[config.mk]
export PLATFORM = sky130hd
export DESIGN_NAME = sfx_scheduler
export DESIGN_NICKNAME = d
export VERILOG_FILES = /design/src/rtl/sfx_pkg.sv /design/src/rtl/sfx_tone_gen.sv /design/src/rtl/sfx_scheduler.sv
export SDC_FILE = /design/constraint.sdc
export NUM_CORES = 1
export LEC_CHECK = 0
export CAP_MARGIN = 20
export CORE_AREA = 2 2 114 116
export DETAILED_ROUTE_END_ITERATION = 8
export DIE_AREA = 0 0 116 118
export PLACE_DENSITY = 0.69
export REMOVE_ABC_BUFFERS = 1
export SLEW_MARGIN = 15
export SYNTH_ARGS = -nofsm -noshare
export SYNTH_HDL_FRONTEND = slang
export SYNTH_SLANG_ARGS = --single-unit
[constraint.sdc]
create_clock -name CLOCK_50 -period 7.4 [get_ports CLOCK_50]
set_input_delay 1.11 -clock CLOCK_50 [delete_from_list [all_inputs] [get_ports CLOCK_50]]
set_output_delay 1.11 -clock CLOCK_50 [all_outputs]
set_load 0.02 [all_outputs]
[src/rtl/sfx_pkg.sv]
// sfx_pkg: shared FSM encodings, default amplitude and requester indices for sfx_scheduler.
package sfx_pkg;
  typedef logic [1:0] state_t;
  localparam logic [1:0] S_IDLE = 2'd0, S_LOAD = 2'd1, S_PLAY = 2'd2, S_DONE = 2'd3;
  localparam logic [31:0] DEF_AMPLITUDE = 32'd10000000;
  localparam int SFX_GAMEOVER = 0, SFX_HIT = 1, SFX_SCORE = 2, SFX_MENU = 3;
endpackage

[src/rtl/sfx_tone_gen.sv]
// sfx_tone_gen: latches a half-period delay and produces the registered square-wave sample.
module sfx_tone_gen
  import sfx_pkg::*;
#(
  parameter int DELAY_W = 19,
  parameter logic [31:0] AMPLITUDE = DEF_AMPLITUDE
) (
  input  logic               clk,
  input  logic               rst,
  input  logic               load,
  input  logic               run,
  input  logic [DELAY_W-1:0] rom_q,
  output logic signed [31:0] sample
);
  logic [DELAY_W-1:0] delay, hp;
  logic snd, hit, snd_n;
  assign hit = delay != '0 && hp == delay - DELAY_W'(1);
  assign snd_n = hit ? ~snd : snd;
  // sample is loaded together with snd so it always reflects the phase of the same cycle
  always_ff @(posedge clk or posedge rst) begin
    if (rst) begin
      delay <= '0;
      hp <= '0;
      snd <= 1'b0;
      sample <= '0;
    end else if (load) begin
      delay <= rom_q;
      hp <= '0;
      snd <= 1'b1;
      sample <= rom_q == '0 ? '0 : $signed(AMPLITUDE);
    end else if (run) begin
      hp <= hit || delay == '0 ? '0 : hp + DELAY_W'(1);
      snd <= snd_n;
      sample <= delay == '0 ? '0 : snd_n ? $signed(AMPLITUDE) : -$signed(AMPLITUDE);
    end else begin
      sample <= '0;
    end
  end
endmodule

[src/rtl/sfx_scheduler.sv]
// sfx_scheduler: fixed-priority sharing of one tone-ROM square-wave voice between requesters.
// Define SFX_PREEMPT_EN to let a higher-priority pending request cut the current effect short.
module sfx_scheduler
  import sfx_pkg::*;
#(
  parameter int NUM_REQ = 4,
  parameter int ADDR_W = 16,
  parameter int DELAY_W = 19,
  parameter int STEP_CYCLES = 400000,
  parameter logic [31:0] AMPLITUDE = DEF_AMPLITUDE,
  parameter logic [NUM_REQ*ADDR_W-1:0] SEG_START = '0,
  parameter logic [NUM_REQ*ADDR_W-1:0] SEG_LEN = '0
) (
  input  logic                       CLOCK_50,
  input  logic                       reset,
  input  logic [NUM_REQ-1:0]         req,
  input  logic                       abort,
  output logic                       busy,
  output logic [$clog2(NUM_REQ)-1:0] grant_id,
  output logic [NUM_REQ-1:0]         done,
  output logic [ADDR_W-1:0]          rom_address,
  input  logic [DELAY_W-1:0]         rom_q,
  output logic signed [31:0]         sample
);
  localparam int ID_W = $clog2(NUM_REQ);
  localparam int STEP_W = $clog2(STEP_CYCLES);
  state_t state, state_d;
  logic [NUM_REQ-1:0] pending, clr;
  logic [ID_W-1:0] pid;
  logic any, preempt, wrap;
  logic [ADDR_W-1:0] addr, addr_d, rem;
  logic [STEP_W-1:0] step;
  always_comb begin
    pid = '0;
    for (int i = NUM_REQ - 1; i >= 0; i--) if (pending[i]) pid = ID_W'(i);
  end
  assign any = |pending;
  assign clr = state == S_IDLE && any ? NUM_REQ'(1) << pid : '0;
  assign wrap = state == S_PLAY && step == STEP_W'(STEP_CYCLES - 1);
`ifdef SFX_PREEMPT_EN
  logic [NUM_REQ-1:0] hi_mask;
  assign hi_mask = (NUM_REQ'(1) << grant_id) - NUM_REQ'(1);
  assign preempt = |(pending & hi_mask);
`else
  assign preempt = 1'b0;
`endif
  always_comb begin
    state_d = state == S_IDLE ? (any ? S_LOAD : S_IDLE)
            : state == S_LOAD ? (abort || rem == '0 ? S_DONE : S_PLAY)
            : state == S_PLAY ? (abort || preempt || (wrap && rem == ADDR_W'(1)) ? S_DONE
                                 : wrap ? S_LOAD : S_PLAY)
            : S_IDLE;
    addr_d = state == S_IDLE ? (any ? SEG_START[int'(pid)*ADDR_W +: ADDR_W] : addr)
           : state_d == S_DONE ? '0
           : wrap ? addr + ADDR_W'(1) : addr;
  end
  // The ROM sees the next address so its registered q is ready by the end of LOAD
  assign rom_address = addr_d;
  assign busy = state == S_LOAD || state == S_PLAY;
  assign done = state == S_DONE ? NUM_REQ'(1) << grant_id : '0;
  always_ff @(posedge CLOCK_50 or posedge reset) begin
    if (reset) begin
      state <= S_IDLE;
      pending <= '0;
      grant_id <= '0;
      addr <= '0;
      rem <= '0;
      step <= '0;
    end else begin
      state <= state_d;
      addr <= addr_d;
      pending <= (pending & ~clr) | req;
      if (clr != '0) begin
        grant_id <= pid;
        rem <= SEG_LEN[int'(pid)*ADDR_W +: ADDR_W];
      end
      step <= state == S_PLAY && !wrap ? step + STEP_W'(1) : '0;
      if (wrap) rem <= rem - ADDR_W'(1);
    end
  end
  sfx_tone_gen #(.DELAY_W(DELAY_W), .AMPLITUDE(AMPLITUDE)) u_tone (
    .clk(CLOCK_50),
    .rst(reset),
    .load(state == S_LOAD && state_d == S_PLAY),
    .run(state == S_PLAY && state_d == S_PLAY),
    .rom_q(rom_q),
    .sample(sample)
  );
endmodule
# Word level (Yosys, flattened, before mapping)
# Cells that the tools add are included.
totals:
  word_cells: 82
  reg_bits: 130
  inputBits: 26
op_classes:
  reduce_logical: 21
  shifts: 3
  n_eq_ne: 8
  n_bitwise: 4
  mux: 31
  add_sub_neg: 5
op_table:
  columns: ["op", "n"]
  rows:
  - ["32-bit 2-to-1 mux", 4]
  - ["16-bit 2-to-1 mux", 6]
  - ["19-bit 2-to-1 mux", 4]
  - ["64-bit by 7-bit indexed part select with 16-bit output (first input constant)", 1]
  - ["19-bit by 1-bit adder with 19-bit output (second input constant)", 2]
  - ["19-bit zero test", 2]
  - ["24-bit 2-to-1 mux", 1]
  - ["19-bit equality test", 1]
  - ["19-bit equality test (second input constant)", 1]
  - ["19-bit nonzero test", 1]
  - ["19-bit by 1-bit subtractor with 19-bit output (second input constant)", 1]
  - ["2-bit 2-to-1 mux", 9]
  - ["16-bit by 1-bit adder with 16-bit output (second input constant)", 1]
  - ["16-bit by 1-bit equality test with 1-bit output (second input constant)", 1]
  - ["16-bit zero test", 1]
  - ["16-bit by 1-bit subtractor with 16-bit output (second input constant)", 1]
  - ["2-bit equality test (second input constant)", 4]
  - ["4-bit 2-to-1 mux", 2]
  - ["1-bit by 2-bit << shifter with 4-bit output (first input constant)", 2]
  - ["1-bit logical AND", 7]
  - ["1-bit 2-to-1 mux", 5]
  - ["4-bit AND", 1]
  - ["1-bit logical OR", 4]
  - ["4-bit NOT", 1]
  - ["8 further kinds", 9]

# Longest topological paths before layout
logic_depth:
  ltp_word: 12
  ltp_mapped: 13

# Hierarchy
# A second synthesis with hierarchy kept.
hier_totals:
  hier_cells: 660
  hier_area_um2: 6149.6
by_module_without_submodules:
  columns: ["module", "instances", "cells_each", "area_each_um2", "seq_area_each_um2"]
  rows:
  - ["sfx_scheduler", 1, 338, 3215.6, 1476.4]
  - ["sfx_tone_gen", 1, 322, 2934.1, 1051.0]

# Least setup slack after synthesis
# No wires, ideal clock.
synth_timing:
  kind: "input port to output port"
  from: "input abort"
  to: "output rom_address[11]"
  required_ns: 6.290
  path_slack_ns: 3.460
  path_buffers: 2
  cell_stages: 8
  arrival_time_ns: 2.830
  path_cell_list: "nor2_1 > o2111ai_1 > nand2_1 > inv_1 > a21o_1 > buf_2 > buf_1 > o41ai_1"
synth_between:
  elab_chain_len: 8
synth_lines:
  columns: ["element", "line_no", "source"]
  rows:
  - ["start, declared", "sfx_scheduler.sv:17", "input logic abort,"]
  - ["1-bit logical OR", "sfx_scheduler.sv:50", ": state == S_PLAY ? (abort || preempt || (wrap && rem == ADDR_W'(1)) ? S_DONE"]
  - ["2-bit 2-to-1 mux (2 in a row)", "sfx_scheduler.sv:50", null]
  - ["2-bit 2-to-1 mux", "sfx_scheduler.sv:49", ": state == S_LOAD ? (abort || rem == '0 ? S_DONE : S_PLAY)"]
  - ["2-bit 2-to-1 mux", "sfx_scheduler.sv:48", "state_d = state == S_IDLE ? (any ? S_LOAD : S_IDLE)"]
  - ["net state_d[1]", "sfx_scheduler.sv:27", "state_t state, state_d;"]
  - ["2-bit equality test", "sfx_scheduler.sv:54", ": state_d == S_DONE ? '0"]
  - ["16-bit 2-to-1 mux", "sfx_scheduler.sv:54", null]
  - ["16-bit 2-to-1 mux", "sfx_scheduler.sv:53", "addr_d = state == S_IDLE ? (any ? SEG_START[int'(pid)*ADDR_W +: ADDR_W] : addr)"]
  - ["end, declared", "sfx_scheduler.sv:21", "output logic [ADDR_W-1:0] rom_address,"]
# The timed path passes the listed nets, and every way through them passes these cells.

# Worst setup path after layout
layout_timing:
  from: "register step[2]"
  to: "output rom_address[7]"
layout_between:
  elab_chain_len: 11
layout_lines:
  columns: ["element", "line_no", "source"]
  rows:
  - ["start, declared", "sfx_scheduler.sv:32", "logic [STEP_W-1:0] step;"]
  - ["start signal, assigned", "sfx_scheduler.sv:77", "step <= state == S_PLAY && !wrap ? step + STEP_W'(1) : '0;"]
  - ["19-bit equality test (*)", "sfx_scheduler.sv:39", "assign wrap = state == S_PLAY && step == STEP_W'(STEP_CYCLES - 1);"]
  - ["1-bit logical AND (*)", "sfx_scheduler.sv:39", null]
  - ["1-bit logical AND", "sfx_scheduler.sv:50", null]
  - ["1-bit logical OR", "sfx_scheduler.sv:50", null]
  - ["2-bit 2-to-1 mux (2 in a row)", "sfx_scheduler.sv:50", null]
  - ["2-bit 2-to-1 mux", "sfx_scheduler.sv:49", null]
  - ["2-bit 2-to-1 mux", "sfx_scheduler.sv:48", null]
  - ["2-bit equality test", "sfx_scheduler.sv:54", null]
  - ["16-bit 2-to-1 mux (*)", "sfx_scheduler.sv:54", null]
  - ["16-bit 2-to-1 mux (*)", "sfx_scheduler.sv:53", null]
# Mark *: on every way between the ends. The rest lies on a longest branch, timed or not.

==> results.json <==
{
  "status": "finished, final reports clean",
  "core_area_um2": 12410,
  "cp.arrival_ns": 4.01,
  "comb_power_share_pct": 5.5,
  "post_cts_buffers": 0,
  "p_leak_nw": 2.951,
  "synth_area_um2": 6087,
  "max_freq_mhz": 195.4,
  "row_count": 41,
  "clockPowerShare_pct": 42.3,
  "diodes": 0,
  "synth_compound_area_share_pct": 13.87,
  "critical_path.max_stage_delay_ns": 0.68,
  "drive_above_1_share_pct": 8.475,
  "clock-sinks": 101,
  "tightest_slew_ns": 1.092,
  "hpwlAfterDp_mm": 9.988,
  "initial_utilization_pct": 49.03,
  "ys_ff_latch": 101,
  "p_per_area_nw_per_um2": 154.4,
  "max-slew-margin-rel_pct": 27.23,
  "ctsResizeCount": 0,
  "clockBufferDepth": 2,
  "layout_setup_ws_ns": 2.282,
  "viasPerCell": 5.720,
  "synth_top_family_by_area": "simple AND/OR/NAND/NOR gates",
  "cp-start-kind": "flip-flop",
  "globalplace.congestion": 0.8687,
  "drc": 0,
  "required_ns": 6.29,
  "fin_nets": 740,
  "grt_max_degree": 64,
  "wirelength_mm": 14.02,
  "seq_area_frac_synth_pct": 41.52,
  "period_share_pct": 69.17,
  "dp.cells": 864,
  "path_common_cell": "and4_1",
  "synth.lib_cells_used.distinct": 75,
  "ioPinCount": 81,
  "crit_slowest_cell": "a21o_1",
  "ys_warn_count": 0,
  "final_area_um2": 7020,
  "drtIter0Drc": 351,
  "clk_pin_slew_ns": 0.07,
  "p_int_mw": 0.8240,
  "drv_cap": 0,
  "synth_edf_count": 0,
  "ctsHoldBuffers": 0,
  "syn_avg_cell_area_um2": 9.140,
  "setup_viol": 0,
  "vias": 5034,
  "cts_max_level": 3,
  "skew_ns": 0.008651,
  "stdcell_count": 880,
  "fillers": 1107,
  "synth_simple_gate_area_share_pct": 25.20,
  "firstDrtPassIters": 5,
  "path_cells": "and4_1 -> and4_1 -> nand3_1 -> a22oi_1 -> a21o_1 -> inv_1 -> nand4_1 -> o21ai_0 -> clkdlybuf4s50_1",
  "synthMuxAreaShare_pct": 4.954,
  "synth_xor_area_share_pct": 4.892,
  "die_w_um": 116,
  "place_ws_ns": 2.521,
  "wl_per_cell_um": 15.93,
  "crit_fanout": 27,
  "p_sw_share_pct": 23.97,
  "antenna_found_initial": 0,
  "grt.total_usage_pct": 21.55,
  "period_minus_slack_ns": 5.118,
  "cts_tree": "yes",
  "fp.dieH_um": 118,
  "insertion_delay_ns": 0.36,
  "seqPwrFrac_pct": 52.2,
  "async_flop_share_pct": 100.0,
  "crit_path_end_kind": "output pin",
  "synth_fa_ha_area_share_pct": 2.261,
  "rsz0062_at_grt": "false",
  "die_area_um2": 13690,
  "grt_pass1_vias": 4895,
  "portBuffers": 73,
  "hp-class": "flip-flop to flip-flop",
  "path_class": "flip-flop to output pin",
  "hold_viol": 0,
  "grt_pass1_wl_mm": 23.56,
  "synth_ff_type": "dfrtp_1",
  "syn_to_final_growth_pct": 15.33,
  "placed_area_um2": 6731,
  "synthCells": 666,
  "fin_tns_setup_ns": 0,
  "maxSlewViolCount": 0,
  "overflow": 0,
  "cts_buffers": 9,
  "root_buffer": "clkbuf_16",
  "power.switching_mw": 0.2598,
  "peakVddDrop_uv": 138.1,
  "postRouteAntennaNets": 0
}
[routing by layer]
| layer | GRT usage (%) | wire length (um) | up-vias |
|---|---|---|---|
| met5 | 0 | 0 | - |
| met4 | 6.101 | 235 | 0 |
| met3 | 6.231 | 753 | 21 |
| met2 | 34.43 | 6698 | 137 |
| met1 | 28.48 | 6329 | 2438 |
| li1 | - | - | 2438 |
[worst max-delay path: cells and delay by family, from the launching register on]
kind	cells	cell delay, ns
flops	1	0.42
compound gates	3	1.12
buf+inv	2	0.78
simple gates	4	1.31
[stage by stage]
stage / power (mW) / utilization, % / hold slack, ns
finish: 1.084 / 56.55 / 0.4798
global route: 1.131 / 56.55 / 0.5148
CTS: 1.100 / 56.52 / 0.4831
detailed placement: 0.6367 / 54.22 / 0.4654
global placement: 0.6349 / 54.22 / 0.4622
floorplan: 0.6093 / - / 0.4492
[cell usage in the layout (no fill, tap or decap), drive strengths merged, types with 4 or more instances in the layout]
master           n
dfrtp          101
clkdlybuf4s50   73
nor2            55
nand2           54
nand3           51
o21ai           48
inv             25
xor2            21
and3            17
mux2            17
nor4            15
a21oi           14
nand4           14
nor2b           14
a31oi           13
xnor2           13
nand2b          12
nor3            12
mux2i           11
o31ai           11
ha              11
clkbuf          10
o41ai            8
conb             7
or3              7
o211ai           6
and4             5
nor4b            5
or2              5
a21o             4
and2             4
a22oi            4
[kinds of logic (layout without fill, tap and decap cells)]
logic type | count (synthesis) | count (layout)
buf+inv | 79 | 115
compound gates | 129 | 129
xor+xnor | 34 | 34
fa+ha+maj | 11 | 11
mux | 28 | 28
simple gates | 283 | 283
other cells | 1 | 7
flops | 101 | 101
[state kept, by name, indices dropped and copies added, names as in the netlist]
signal / count
addr: 16
rem: 16
pending: 4
step: 19
u_tone.hp: 19
u_tone.delay: 19
grant_id: 2
u_tone.sample: 3
u_tone.snd: 1
state: 2
[layout make-up]
class                   instances  area (um^2)  share of cell area, %
multi-input cells             492         3151                  44.88
flip-flops and latches        101         2527                  36.00
repair buffers                 76        753.2                  10.73
clock buffers                  10        239.0                  3.404
well taps                     172        215.2                  3.065
inverters                      23        88.84                  1.265
clock inverters                 6        46.29                 0.6594
[cells in the mapped netlist, types with 4 or more instances]
cell	count	area, um^2
a21o_1	4	30.03
a21oi_1	14	70.07
a31oi_1	13	81.33
and3_1	17	106.4
and4_1	5	43.79
buf_2	4	20.02
buf_4	29	217.7
buf_6	4	45.04
clkbuf_1	17	63.81
dfrtp_1	101	2527
ha_1	11	137.6
inv_1	23	86.33
mux2_2	17	191.4
mux2i_1	11	110.1
nand2_1	53	198.9
nand2b_1	12	75.07
nand3_1	50	250.2
nand4_1	14	87.58
nor2_1	54	202.7
nor2b_1	14	87.58
nor3_1	10	50.05
nor4_1	13	81.33
nor4b_1	4	35.03
o211ai_1	6	45.04
o21ai_0	46	230.2
o31ai_1	11	82.58
o41ai_1	7	61.31
or2_2	4	25.02
or3_1	6	37.54
xnor2_1	13	113.9
xor2_1	21	183.9
[worst paths after layout]
path                                 start               end  slack (ns)  cells past startpoint
worst max-delay path               step[2]    rom_address[7]        2.28                      9
worst min-delay path              addr[15]          addr[15]        0.48                      1
worst max register to register  pending[1]      u_tone.hp[7]        3.62                      7
worst min register to register    addr[15]          addr[15]        0.48                      1
max in group asynchronous            reset  u_tone.delay[17]        5.02                      3
min in group asynchronous            reset           addr[9]        1.20                      2
[power by group through the flow]
stage	clock network [mW]	logic, mW	registers [mW]
2_1_floorplan	0	0.0351	0.574
3_3_place_gp	0	0.0589	0.576
3_5_place_dp	0	0.0604	0.576
4_1_cts	0.474	0.0607	0.566
5_1_grt	0.497	0.0674	0.566
6_report	0.458	0.0597	0.566
(Power assumes the default switching activity.)
